==> src/rtl/rs_encode_line_pack_pkg.sv <==
// Shared types and constants for the RS encoder line-out datapath.
// The PARITY_W value here must agree with the parity width used by the encoder core.
package rs_encode_pkg;

    localparam int RS_WORD_W = 8;
    localparam int PARITY_W  = 256;

    typedef enum logic [1:0] {
        LP_IDLE   = 2'd0,
        LP_DATA   = 2'd1,
        LP_PARITY = 2'd2,
        LP_DRAIN  = 2'd3
    } rs_line_pack_state_e;

endpackage

==> src/rtl/rs_encode_line_pack_if.sv <==
// Handshake bundle between the symbol source, the line packer and its two consumers.
// The slave modport is the packer's view; the master modport is the producer/consumer side.
interface rs_encode_line_pack_if
    import rs_encode_pkg::*;
#(
    parameter int DATA_W        = 256,
    parameter int SYMS_PER_BEAT = 4,
    parameter int MAX_MSG_BYTES = 4096
);
    localparam int MSG_W  = $clog2(MAX_MSG_BYTES + 1);
    localparam int LB_W   = $clog2(DATA_W / 8 + 1);
    localparam int BEAT_W = SYMS_PER_BEAT * RS_WORD_W;

    logic                start_val;
    logic [MSG_W-1:0]    start_msg_bytes;
    logic                start_rdy;
    logic                sym_val;
    logic [BEAT_W-1:0]   sym_data;
    logic                sym_rdy;
    logic                line_val;
    logic [DATA_W-1:0]   line_data;
    logic [LB_W-1:0]     line_bytes;
    logic                line_last;
    logic                line_rdy;
    logic                parity_val;
    logic [PARITY_W-1:0] parity_data;
    logic                parity_rdy;
    logic                err;

    modport master (
        output start_val, start_msg_bytes, sym_val, sym_data, line_rdy, parity_rdy,
        input  start_rdy, sym_rdy, line_val, line_data, line_bytes, line_last,
               parity_val, parity_data, err
    );

    modport slave (
        input  start_val, start_msg_bytes, sym_val, sym_data, line_rdy, parity_rdy,
        output start_rdy, sym_rdy, line_val, line_data, line_bytes, line_last,
               parity_val, parity_data, err
    );

endinterface

==> src/rtl/rs_encode_line_pack_ctrl.sv <==
// Sequencing for the line packer: codeword FSM, byte counters and the strobes
// that steer the accumulator, line output and parity registers in the datapath.
module rs_encode_line_pack_ctrl
    import rs_encode_pkg::*;
#(
    parameter  int DATA_BYTES    = 32,
    parameter  int SYMS_PER_BEAT = 4,
    parameter  int PARITY_BYTES  = 32,
    parameter  int MAX_MSG_BYTES = 4096,
    localparam int MSG_W         = $clog2(MAX_MSG_BYTES + 1),
    localparam int OFF_W         = $clog2(DATA_BYTES + 1),
    localparam int POFF_W        = $clog2(PARITY_BYTES + 1)
) (
    input  logic              clk,
    input  logic              rst,
    input  logic              start_val,
    input  logic [MSG_W-1:0]  start_msg_bytes,
    input  logic              sym_val,
    input  logic              line_rdy,
    input  logic              parity_rdy,
    output logic              start_rdy,
    output logic              sym_rdy,
    output logic              err,
    output logic              line_val,
    output logic              parity_val,
    output logic              acc_clear,
    output logic              acc_wr,
    output logic              line_load,
    output logic              par_wr,
    output logic [OFF_W-1:0]  offset,
    output logic [POFF_W-1:0] par_off,
    output logic [OFF_W-1:0]  line_bytes_nxt,
    output logic              line_last_nxt
);
    // state    | meaning
    // IDLE     | waiting for a legal start request
    // DATA     | packing message symbols into lines
    // PARITY   | collecting parity symbols
    // DRAIN    | waiting for pending line/parity handshakes
    localparam logic [1:0] S_IDLE   = LP_IDLE;
    localparam logic [1:0] S_DATA   = LP_DATA;
    localparam logic [1:0] S_PARITY = LP_PARITY;
    localparam logic [1:0] S_DRAIN  = LP_DRAIN;

    localparam logic [OFF_W-1:0]  SPB_O = OFF_W'(SYMS_PER_BEAT);
    localparam logic [OFF_W-1:0]  DB_O  = OFF_W'(DATA_BYTES);
    localparam logic [MSG_W-1:0]  SPB_R = MSG_W'(SYMS_PER_BEAT);
    localparam logic [MSG_W-1:0]  MAX_R = MSG_W'(MAX_MSG_BYTES);
    localparam logic [POFF_W-1:0] SPB_P = POFF_W'(SYMS_PER_BEAT);
    localparam logic [POFF_W-1:0] PB_P  = POFF_W'(PARITY_BYTES);

    logic [1:0]       state, state_n;
    logic [MSG_W-1:0] remaining;
    logic             beat_done, par_done, legal, start_ok, beat;
    logic             line_val_n, parity_val_n;

    always_comb begin
        legal          = (start_msg_bytes != '0) && (start_msg_bytes <= MAX_R) &&
                         ((start_msg_bytes % SPB_R) == '0);
        start_rdy      = (state == S_IDLE);
        start_ok       = start_val && start_rdy && legal;
        acc_clear      = start_ok;
        beat_done      = ((offset + SPB_O) == DB_O) || (remaining == SPB_R);
        par_done       = ((par_off + SPB_P) == PB_P);
        line_bytes_nxt = offset + SPB_O;
        line_last_nxt  = (remaining == SPB_R);

        sym_rdy = 1'b0;
        case (state)
            S_DATA:   sym_rdy = !(beat_done && line_val && !line_rdy);
            S_PARITY: sym_rdy = !parity_val;
            default:  sym_rdy = 1'b0;
        endcase

        beat      = sym_val && sym_rdy;
        acc_wr    = beat && (state == S_DATA);
        line_load = acc_wr && beat_done;
        par_wr    = beat && (state == S_PARITY);

        // A load in the same cycle as a consumer handshake keeps line_val high.
        line_val_n   = line_load ? 1'b1 : (line_rdy ? 1'b0 : line_val);
        parity_val_n = (par_wr && par_done) ? 1'b1 : (parity_rdy ? 1'b0 : parity_val);

        state_n = state;
        case (state)
            S_IDLE:   if (start_ok) state_n = S_DATA;
            S_DATA:   if (line_load && line_last_nxt) state_n = S_PARITY;
            S_PARITY: if (par_wr && par_done) state_n = S_DRAIN;
            S_DRAIN:  if (!line_val_n && !parity_val_n) state_n = S_IDLE;
            default:  state_n = S_IDLE;
        endcase
    end

    always_ff @(posedge clk or posedge rst) begin
        if (rst) begin
            state      <= S_IDLE;
            remaining  <= '0;
            offset     <= '0;
            par_off    <= '0;
            line_val   <= 1'b0;
            parity_val <= 1'b0;
            err        <= 1'b0;
        end else begin
            state      <= state_n;
            line_val   <= line_val_n;
            parity_val <= parity_val_n;
            err        <= start_val && start_rdy && !legal;
            if (start_ok) begin
                remaining <= start_msg_bytes;
                offset    <= '0;
                par_off   <= '0;
            end
            if (acc_wr) begin
                remaining <= remaining - SPB_R;
                offset    <= beat_done ? '0 : offset + SPB_O;
            end
            if (par_wr) par_off <= par_off + SPB_P;
        end
    end

endmodule

==> src/rtl/rs_encode_line_pack.sv <==
// Packs an RS codeword stream into DATA_W-bit data lines plus one parity block.
// Holds the accumulator, output line and parity registers; sequencing lives in the ctrl block.
module rs_encode_line_pack
    import rs_encode_pkg::*;
#(
    parameter int DATA_W        = 256,
    parameter int SYMS_PER_BEAT = 4,
    parameter int MAX_MSG_BYTES = 4096
) (
    input logic                  clk,
    input logic                  rst,
    rs_encode_line_pack_if.slave bus
);
    localparam int DATA_BYTES   = DATA_W / 8;
    localparam int PARITY_BYTES = PARITY_W / 8;
    localparam int BEAT_W       = SYMS_PER_BEAT * RS_WORD_W;
    localparam int OFF_W        = $clog2(DATA_BYTES + 1);
    localparam int POFF_W       = $clog2(PARITY_BYTES + 1);

    logic                acc_clear, acc_wr, line_load, par_wr, line_last_nxt;
    logic [OFF_W-1:0]    offset, line_bytes_nxt;
    logic [POFF_W-1:0]   par_off;
    logic [DATA_W-1:0]   acc, acc_merged, line_q;
    logic [OFF_W-1:0]    line_bytes_q;
    logic                line_last_q;
    logic [PARITY_W-1:0] par_q, par_merged;

    rs_encode_line_pack_ctrl #(
        .DATA_BYTES    (DATA_BYTES),
        .SYMS_PER_BEAT (SYMS_PER_BEAT),
        .PARITY_BYTES  (PARITY_BYTES),
        .MAX_MSG_BYTES (MAX_MSG_BYTES)
    ) u_ctrl (
        .clk             (clk),
        .rst             (rst),
        .start_val       (bus.start_val),
        .start_msg_bytes (bus.start_msg_bytes),
        .sym_val         (bus.sym_val),
        .line_rdy        (bus.line_rdy),
        .parity_rdy      (bus.parity_rdy),
        .start_rdy       (bus.start_rdy),
        .sym_rdy         (bus.sym_rdy),
        .err             (bus.err),
        .line_val        (bus.line_val),
        .parity_val      (bus.parity_val),
        .acc_clear       (acc_clear),
        .acc_wr          (acc_wr),
        .line_load       (line_load),
        .par_wr          (par_wr),
        .offset          (offset),
        .par_off         (par_off),
        .line_bytes_nxt  (line_bytes_nxt),
        .line_last_nxt   (line_last_nxt)
    );

    // Unwritten bytes are always zero, so a beat is merged by OR at its byte offset.
    always_comb begin
        acc_merged = acc | ({bus.sym_data, {(DATA_W - BEAT_W){1'b0}}} >> {offset, 3'b000});
        par_merged = par_q | ({bus.sym_data, {(PARITY_W - BEAT_W){1'b0}}} >> {par_off, 3'b000});
    end

    always_ff @(posedge clk or posedge rst) begin
        if (rst) begin
            acc          <= '0;
            line_q       <= '0;
            line_bytes_q <= '0;
            line_last_q  <= 1'b0;
            par_q        <= '0;
        end else begin
            if (acc_clear || line_load) acc <= '0;
            else if (acc_wr)            acc <= acc_merged;
            if (line_load) begin
                line_q       <= acc_merged;
                line_bytes_q <= line_bytes_nxt;
                line_last_q  <= line_last_nxt;
            end
            if (acc_clear)   par_q <= '0;
            else if (par_wr) par_q <= par_merged;
        end
    end

    assign bus.line_data   = line_q;
    assign bus.line_bytes  = line_bytes_q;
    assign bus.line_last   = line_last_q;
    assign bus.parity_data = par_q;

endmodule
==> src/flat_wrapper.sv <==
// flat-port wrapper written by rule: the top's interface ports become plain ports
module rs_encode_line_pack_flat import rs_encode_pkg::*;
#(
    parameter int DATA_W        = 256,
    parameter int SYMS_PER_BEAT = 4,
    parameter int MAX_MSG_BYTES = 4096
)
  (clk, rst, bus_start_val, bus_start_msg_bytes, bus_sym_val, bus_sym_data, bus_line_rdy, bus_parity_rdy, bus_start_rdy, bus_sym_rdy, bus_line_val, bus_line_data, bus_line_bytes, bus_line_last, bus_parity_val, bus_parity_data, bus_err);
  rs_encode_line_pack_if #(.DATA_W(DATA_W), .SYMS_PER_BEAT(SYMS_PER_BEAT), .MAX_MSG_BYTES(MAX_MSG_BYTES)) bus_i ();
  input logic clk;
  input logic rst;
  input wire logic [$bits(bus_i.start_val)-1:0] bus_start_val;
  input wire logic [$bits(bus_i.start_msg_bytes)-1:0] bus_start_msg_bytes;
  input wire logic [$bits(bus_i.sym_val)-1:0] bus_sym_val;
  input wire logic [$bits(bus_i.sym_data)-1:0] bus_sym_data;
  input wire logic [$bits(bus_i.line_rdy)-1:0] bus_line_rdy;
  input wire logic [$bits(bus_i.parity_rdy)-1:0] bus_parity_rdy;
  output wire logic [$bits(bus_i.start_rdy)-1:0] bus_start_rdy;
  output wire logic [$bits(bus_i.sym_rdy)-1:0] bus_sym_rdy;
  output wire logic [$bits(bus_i.line_val)-1:0] bus_line_val;
  output wire logic [$bits(bus_i.line_data)-1:0] bus_line_data;
  output wire logic [$bits(bus_i.line_bytes)-1:0] bus_line_bytes;
  output wire logic [$bits(bus_i.line_last)-1:0] bus_line_last;
  output wire logic [$bits(bus_i.parity_val)-1:0] bus_parity_val;
  output wire logic [$bits(bus_i.parity_data)-1:0] bus_parity_data;
  output wire logic [$bits(bus_i.err)-1:0] bus_err;
  assign bus_i.start_val = bus_start_val;
  assign bus_i.start_msg_bytes = bus_start_msg_bytes;
  assign bus_i.sym_val = bus_sym_val;
  assign bus_i.sym_data = bus_sym_data;
  assign bus_i.line_rdy = bus_line_rdy;
  assign bus_i.parity_rdy = bus_parity_rdy;
  assign bus_start_rdy = bus_i.start_rdy;
  assign bus_sym_rdy = bus_i.sym_rdy;
  assign bus_line_val = bus_i.line_val;
  assign bus_line_data = bus_i.line_data;
  assign bus_line_bytes = bus_i.line_bytes;
  assign bus_line_last = bus_i.line_last;
  assign bus_parity_val = bus_i.parity_val;
  assign bus_parity_data = bus_i.parity_data;
  assign bus_err = bus_i.err;
  rs_encode_line_pack #(.DATA_W(DATA_W), .SYMS_PER_BEAT(SYMS_PER_BEAT), .MAX_MSG_BYTES(MAX_MSG_BYTES)) u_core (.clk(clk), .rst(rst), .bus(bus_i));
endmodule
==> config.mk <==
export PLATFORM = sky130hd
export DESIGN_NAME = rs_encode_line_pack_flat
export DESIGN_NICKNAME = d
export VERILOG_FILES = /design/src/rtl/rs_encode_line_pack_pkg.sv /design/src/rtl/rs_encode_line_pack_if.sv /design/src/rtl/rs_encode_line_pack_ctrl.sv /design/src/rtl/rs_encode_line_pack.sv /design/src/flat_wrapper.sv
export SDC_FILE = /design/constraint.sdc
export NUM_CORES = 2
export LEC_CHECK = 0
export ABC_AREA = 1
export CAP_MARGIN = 20
export CORE_MARGIN = 3
export CORE_UTILIZATION = 40
export CTS_BUF_LIST = sky130_fd_sc_hd__clkbuf_8
export DETAILED_ROUTE_END_ITERATION = 8
export PLACE_DENSITY = 0.59
export SETUP_SLACK_MARGIN = 0.4
export SYNTH_ARGS = -nofsm -noshare
export SYNTH_HDL_FRONTEND = slang
export SYNTH_SLANG_ARGS = --single-unit
==> constraint.sdc <==
create_clock -name clk -period 35 [get_ports clk]
set_input_delay 7 -clock clk [delete_from_list [all_inputs] [get_ports clk]]
set_output_delay 7 -clock clk [all_outputs]
set_load 0.05 [all_outputs]
# Word level (Yosys, flattened, before mapping)
# Index checks and enable logic that the tools add are counted.
classes:
  add_sub_neg: 3
  magnitude_cmp: 1
  n_eq_ne: 10
  shift: 2
  mux: 20
  bitwise_logic: 2
  n_reduce_logical: 29
op_table:
  columns: ["cell", "n"]
  rows:
  - ["$mux 256", 4]
  - ["$or 256x256->256", 2]
  - ["$shr 256x9->256", 2]
  - ["$mux 13", 2]
  - ["$mux 6", 4]
  - ["$logic_and 1x1->1", 14]
  - ["$eq 13x3->1 const B", 1]
  - ["$le 13x13->1 const B", 1]
  - ["$logic_not 13->1", 1]
  - ["$reduce_bool 13->1", 1]
  - ["$sub 13x3->13 const B", 1]
  - ["$add 6x3->6 const B", 2]
  - ["$eq 6x6->1 const B", 2]
  - ["$mux 2", 4]
  - ["$pmux 2 s4", 1]
  - ["$logic_not 1->1", 6]
  - ["$ne 2x1->1 const B", 3]
  - ["$reduce_bool 2->1", 3]
  - ["$eq 2x2->1 const B", 2]
  - ["$mux 1", 4]
  - ["$reduce_and 4->1", 1]
  - ["$eq 2x1->1 const B", 1]
  - ["$logic_not 2->1", 1]
  - ["$logic_or 1x1->1", 2]
  - ["other kinds (2)", 2]
word_totals:
  regBits: 805
  out_inout_bits: 524
  wordCells: 79

# Depth between registers and ports, before layout
depth:
  word_depth: 15
  mapped_depth: 17

# By module
# Synthesis repeated with hierarchy kept, for this count alone.
unflattened:
  hier_cells: 4408
  hier_area_um2: 36208.5
by_module_without_submodules:
  columns: ["module", "instances", "cells_each", "area_each_um2"]
  rows:
  - ["rs_encode_line_pack", 1, 4188, 34488.1]
  - ["rs_encode_line_pack_ctrl", 1, 220, 1720.4]

# Worst setup path after synthesis
# No wires, ideal clock.
synth_path:
  path_type: "input port to output port"
  start: "input port bus_line_rdy"
  end: "output port bus_sym_rdy"
  arrival_time_ns: 8.278
  required_time_ns: 28.000
  path_slack_ns: 19.722
  path_stages: 4
  cell_sequence: "nor2_1 > nand2_2 > nand2_2 > a21boi_0"
synth_between:
  elab_chain_len: 4
synth_lines:
  columns: ["element", "line_no", "text"]
  rows:
  - ["start: declaration", "flat_wrapper.sv:16", "input wire logic [$bits(bus_i.line_rdy)-1:0] bus_line_rdy;"]
  - ["$logic_not 1->1", "rs_encode_line_pack_ctrl.sv:70", "S_DATA: sym_rdy = !(beat_done && line_val && !line_rdy);"]
  - ["$logic_and 1x1->1", "rs_encode_line_pack_ctrl.sv:70", null]
  - ["$logic_not 1->1", "rs_encode_line_pack_ctrl.sv:70", null]
  - ["$pmux 1 s2", "rs_encode_line_pack_ctrl.sv:69", "case (state)"]
  - ["end: declaration", "flat_wrapper.sv:19", "output wire logic [$bits(bus_i.sym_rdy)-1:0] bus_sym_rdy;"]
# Every way passes these cells.

# Worst setup path in the final report
# Ends and elaborated chain as after synthesis.

==> reports/metrics.cfg <==
[clocking]
cts_max_path_buffers=3
cts_root_buffer=clkbuf_8
cts.sinks=799
hold_buffers=0
clock_latency_ns=0.80
clk_pin_slew_ns=0.05
cts_setup_buffers=0
post_cts_resized=0
h-tree-depth=4
cts_buffers=142
cts_tree=built

[sta]
report.final.slew_viol_count=0
grt_setup_unrepaired=false
finalClockSkew_ns=0.0385
period_minus_slack_ns=15.69
finalCritPeriodShare=0.448
worst_pin_slew_ns=1.13
fmax_mhz=63.7
setup_violations=0
tns_ns=0
max_slew_margin=0.249
hold_ws_ns=0.482
finalHoldViolCount=0

[route]
drtIter0Drc=2677
drt-total-wl_mm=119
via_count=27300
drtAntennaViolNets=0
route.detailed.drc=0
first_pass_iters=5
via_per_inst=5.42
wl_per_cell_um=23.6

[worst_setup_path]
r2r_cells=14
endpoint_kind=output pin
max_stage_delay_ns=0.84
cp.arrival_ns=8.69
required_ns=28.00
cp-start-kind=primary input
path_buf_inv=2
critPathKind=in -> out
critPathTopFamily=buffers and inverters
path_max_fanout=2
crit_path_cell_trace=clkdlybuf4s50_1 -> nor2_1 -> nand2_2 -> nand2_2 -> a21boi_0 -> clkdlybuf4s50_1
slowest_stage=clkdlybuf4s50_1
r2r-start=u_core.u_ctrl.offset[3]
r2r_setup_slack_ns=30.28
r2r-end=u_core.bus.line_data[188]

[cells_and_area]
drive_gt1_frac=0.0835
multiInputGateArea_sq_um=10900
area_delta_synth_final_pct=27.2
ff_latch_area_sq_um=20000
fin_cells=5041
final_nets=3947
fillers=7446
final_util=0.518

[synth]
yosys_warnings=0
syn-cell-area_sq_um=32400
avgSynthCellArea_sq_um=9.53
synth_seq_cells=799
synth_cell_types=41
syn_inst=3400
ys_seq_area_frac=0.617

[pwr]
p_sw_frac=0.424
p_leak_nw=18.1
powerDensity_nw_per_um2=73.9
switchingPower_mw=1.29
power.total_mw=3.05
intPower_mw=1.75
pwr-share-seq=0.370
pwr-share-clk=0.275
pwr-share-comb=0.355
ir_drop_uv=45.2

[global_route]
grt_pass1_vias=26300
antenna_found_initial=7
grt-ovfl-total=0
grt_max_degree=167
grt_pass1_wl_mm=177
track_usage=0.276

[worst_hold_path]
hold_class=reg -> reg
hold_end=u_core.bus.line_data[241]
hold_start=u_core.bus.line_data[241]
hold_depth=2

[placed_design]
gp_congestion=0.806
placedCellCount=4790
hpwl_mm=76.9
io_buffers=572

[floorplanning]
die_h_um=291
start_util=0.407
die_x_um=291
pin_count=575
core_sq_um=79600
dieArea_sq_um=84500
rows=103

[job]
drv_cap=0

[status]
status=complete, no violations

==> power groups by stage <==
stage | sequential (mW) | combinational (mW) | clock (mW)
floorplan | 1.40 | 0.431 | 0
global placement | 1.14 | 1.08 | 0
detailed placement | 1.14 | 1.08 | 0
CTS | 1.13 | 1.08 | 0.858
global route | 1.14 | 1.15 | 0.903
finish | 1.13 | 1.08 | 0.837
==> cell usage in the layout, fill, tap and decap left out, types with 5 or more instances in the layout <==
| cell | Yosys | final |
|---|---|---|
| ha_1 | 10 | 10 |
| nand2_1 | 608 | 608 |
| clkdlybuf4s50_1 | 0 | 572 |
| nor2_4 | 1 | 6 |
| dfrtp_1 | 799 | 798 |
| inv_8 | 0 | 7 |
| nor3_1 | 99 | 99 |
| nor2_1 | 451 | 447 |
| inv_1 | 62 | 115 |
| nand3_1 | 11 | 11 |
| diode_2 | 0 | 5 |
| o21ai_0 | 124 | 124 |
| a21oi_2 | 79 | 79 |
| clkinv_2 | 0 | 8 |
| o21ai_1 | 286 | 286 |
| buf_4 | 6 | 36 |
| inv_6 | 0 | 5 |
| a31oi_1 | 257 | 257 |
| clkbuf_8 | 0 | 168 |
| a21oi_1 | 300 | 300 |
==> cell families after synthesis <==
family	after synthesis	share of synthesized area
buffers and inverters	339	0.0500
AND/OR/NAND/NOR	1188	0.145
XOR/XNOR	3	0.000811
other	1	0.000116
adder cells (fa/ha/maj)	10	0.00386
flip-flops	799	0.617
AO/OA/AOI/OAI	1060	0.184
==> flip-flops by register name (all words and copies together) (netlist names) <==
signal	count
u_core.u_ctrl.remaining	13
u_core.u_ctrl.parity_val	1
u_core.u_ctrl.err	1
u_core.u_ctrl.line_val	1
u_core.bus.parity_data	256
u_core.u_ctrl.par_off	4
u_core.acc	256
u_core.bus.line_data	256
u_core.bus.line_last	1
u_core.bus.line_bytes	4
u_core.u_ctrl.state	2
u_core.u_ctrl.offset	4
==> layout make-up <==
class	count	share of cell area
Clock buffer	168	0.0561
Multi-Input combinational cell	2263	0.263
Inverter	68	0.00689
Sequential cell	799	0.485
Tap cell	1050	0.0319
Clock inverter	76	0.00952
Antenna cell	5	0.000303
Timing Repair Buffer	612	0.147
==> Yosys cell counts <==
| cell | number | share of area |
|---|---|---|
| nand3b_1 | 2 | 0.00046 |
| o21ai_0 | 124 | 0.019 |
| a21oi_1 | 300 | 0.046 |
| o211ai_1 | 4 | 0.00093 |
| nand2_4 | 1 | 0.00035 |
| o221ai_1 | 1 | 0.00027 |
| inv_2 | 4 | 0.00046 |
| nand2_2 | 5 | 0.00096 |
| clkbuf_1 | 128 | 0.015 |
| inv_1 | 62 | 0.0072 |
| conb_1 | 1 | 0.00012 |
| nor2_1 | 451 | 0.052 |
| nor4_1 | 2 | 0.00039 |
| nor3b_1 | 1 | 0.00023 |
| xnor2_1 | 3 | 0.00081 |
| nor3_1 | 99 | 0.015 |
| o31ai_1 | 1 | 0.00023 |
| o21ai_1 | 286 | 0.044 |
| nand4_4 | 1 | 0.00066 |
| nor2_2 | 2 | 0.00039 |
| buf_1 | 11 | 0.0013 |
| nand3_1 | 11 | 0.0017 |
| nand4_2 | 2 | 0.00077 |
| nand4_1 | 1 | 0.00019 |
| ha_1 | 10 | 0.0039 |
| buf_4 | 6 | 0.0014 |
| a22oi_1 | 1 | 0.00023 |
| a21boi_0 | 1 | 0.00023 |
| nand2_1 | 608 | 0.070 |
| dfrtp_1 | 799 | 0.62 |
| nand3_2 | 1 | 0.00031 |
| o32ai_1 | 1 | 0.00027 |
| o21ai_2 | 1 | 0.00027 |
| a21oi_2 | 79 | 0.021 |
| buf_2 | 98 | 0.015 |
| nor2_4 | 1 | 0.00035 |
| a31oi_1 | 257 | 0.050 |
| clkbuf_2 | 1 | 0.00015 |
| clkinv_1 | 2 | 0.00023 |
| o22ai_1 | 4 | 0.00077 |
| buf_6 | 27 | 0.0094 |
==> tightest hold or removal path: stages (launching register included) <==
cell and delay, ns:
dfrtp_1 0.34, nand2_1 0.05, o21ai_0 0.06
==> worst max path at each step <==
stage	cells past startpoint	to	from	slack [ns]
4_1_cts	6	bus_sym_rdy	bus_line_rdy	19.31
5_1_grt	6	bus_sym_rdy	bus_line_rdy	19.20
6_report	6	bus_sym_rdy	bus_line_rdy	19.31
3_3_place_gp	6	bus_sym_rdy	bus_line_rdy	19.33
3_5_place_dp	6	bus_sym_rdy	bus_line_rdy	19.32
2_1_floorplan	1	u_core.acc[0]	rst	5.56
==> routing by layer <==
layer / track usage / share of wire / routed length, um / vias to the layer above
li1: - / - / - / 12500
met4: 0.124 / 0.043 / 5120 / 4
met1: 0.372 / 0.42 / 49900 / 13500
met2: 0.421 / 0.46 / 55000 / 1024
met3: 0.0684 / 0.074 / 8850 / 209
met5: 0 / 0.00018 / 22 / -
==> stage by stage <==
stage	setup slack (ns)	cell area (sq um)
finish	19.31	41200
CTS	19.31	41200
global placement	19.33	38500
floorplan	5.56	32400
global route	19.20	41200
detailed placement	19.32	38500
No activity file was read; power rests on OpenSTA's default activity.
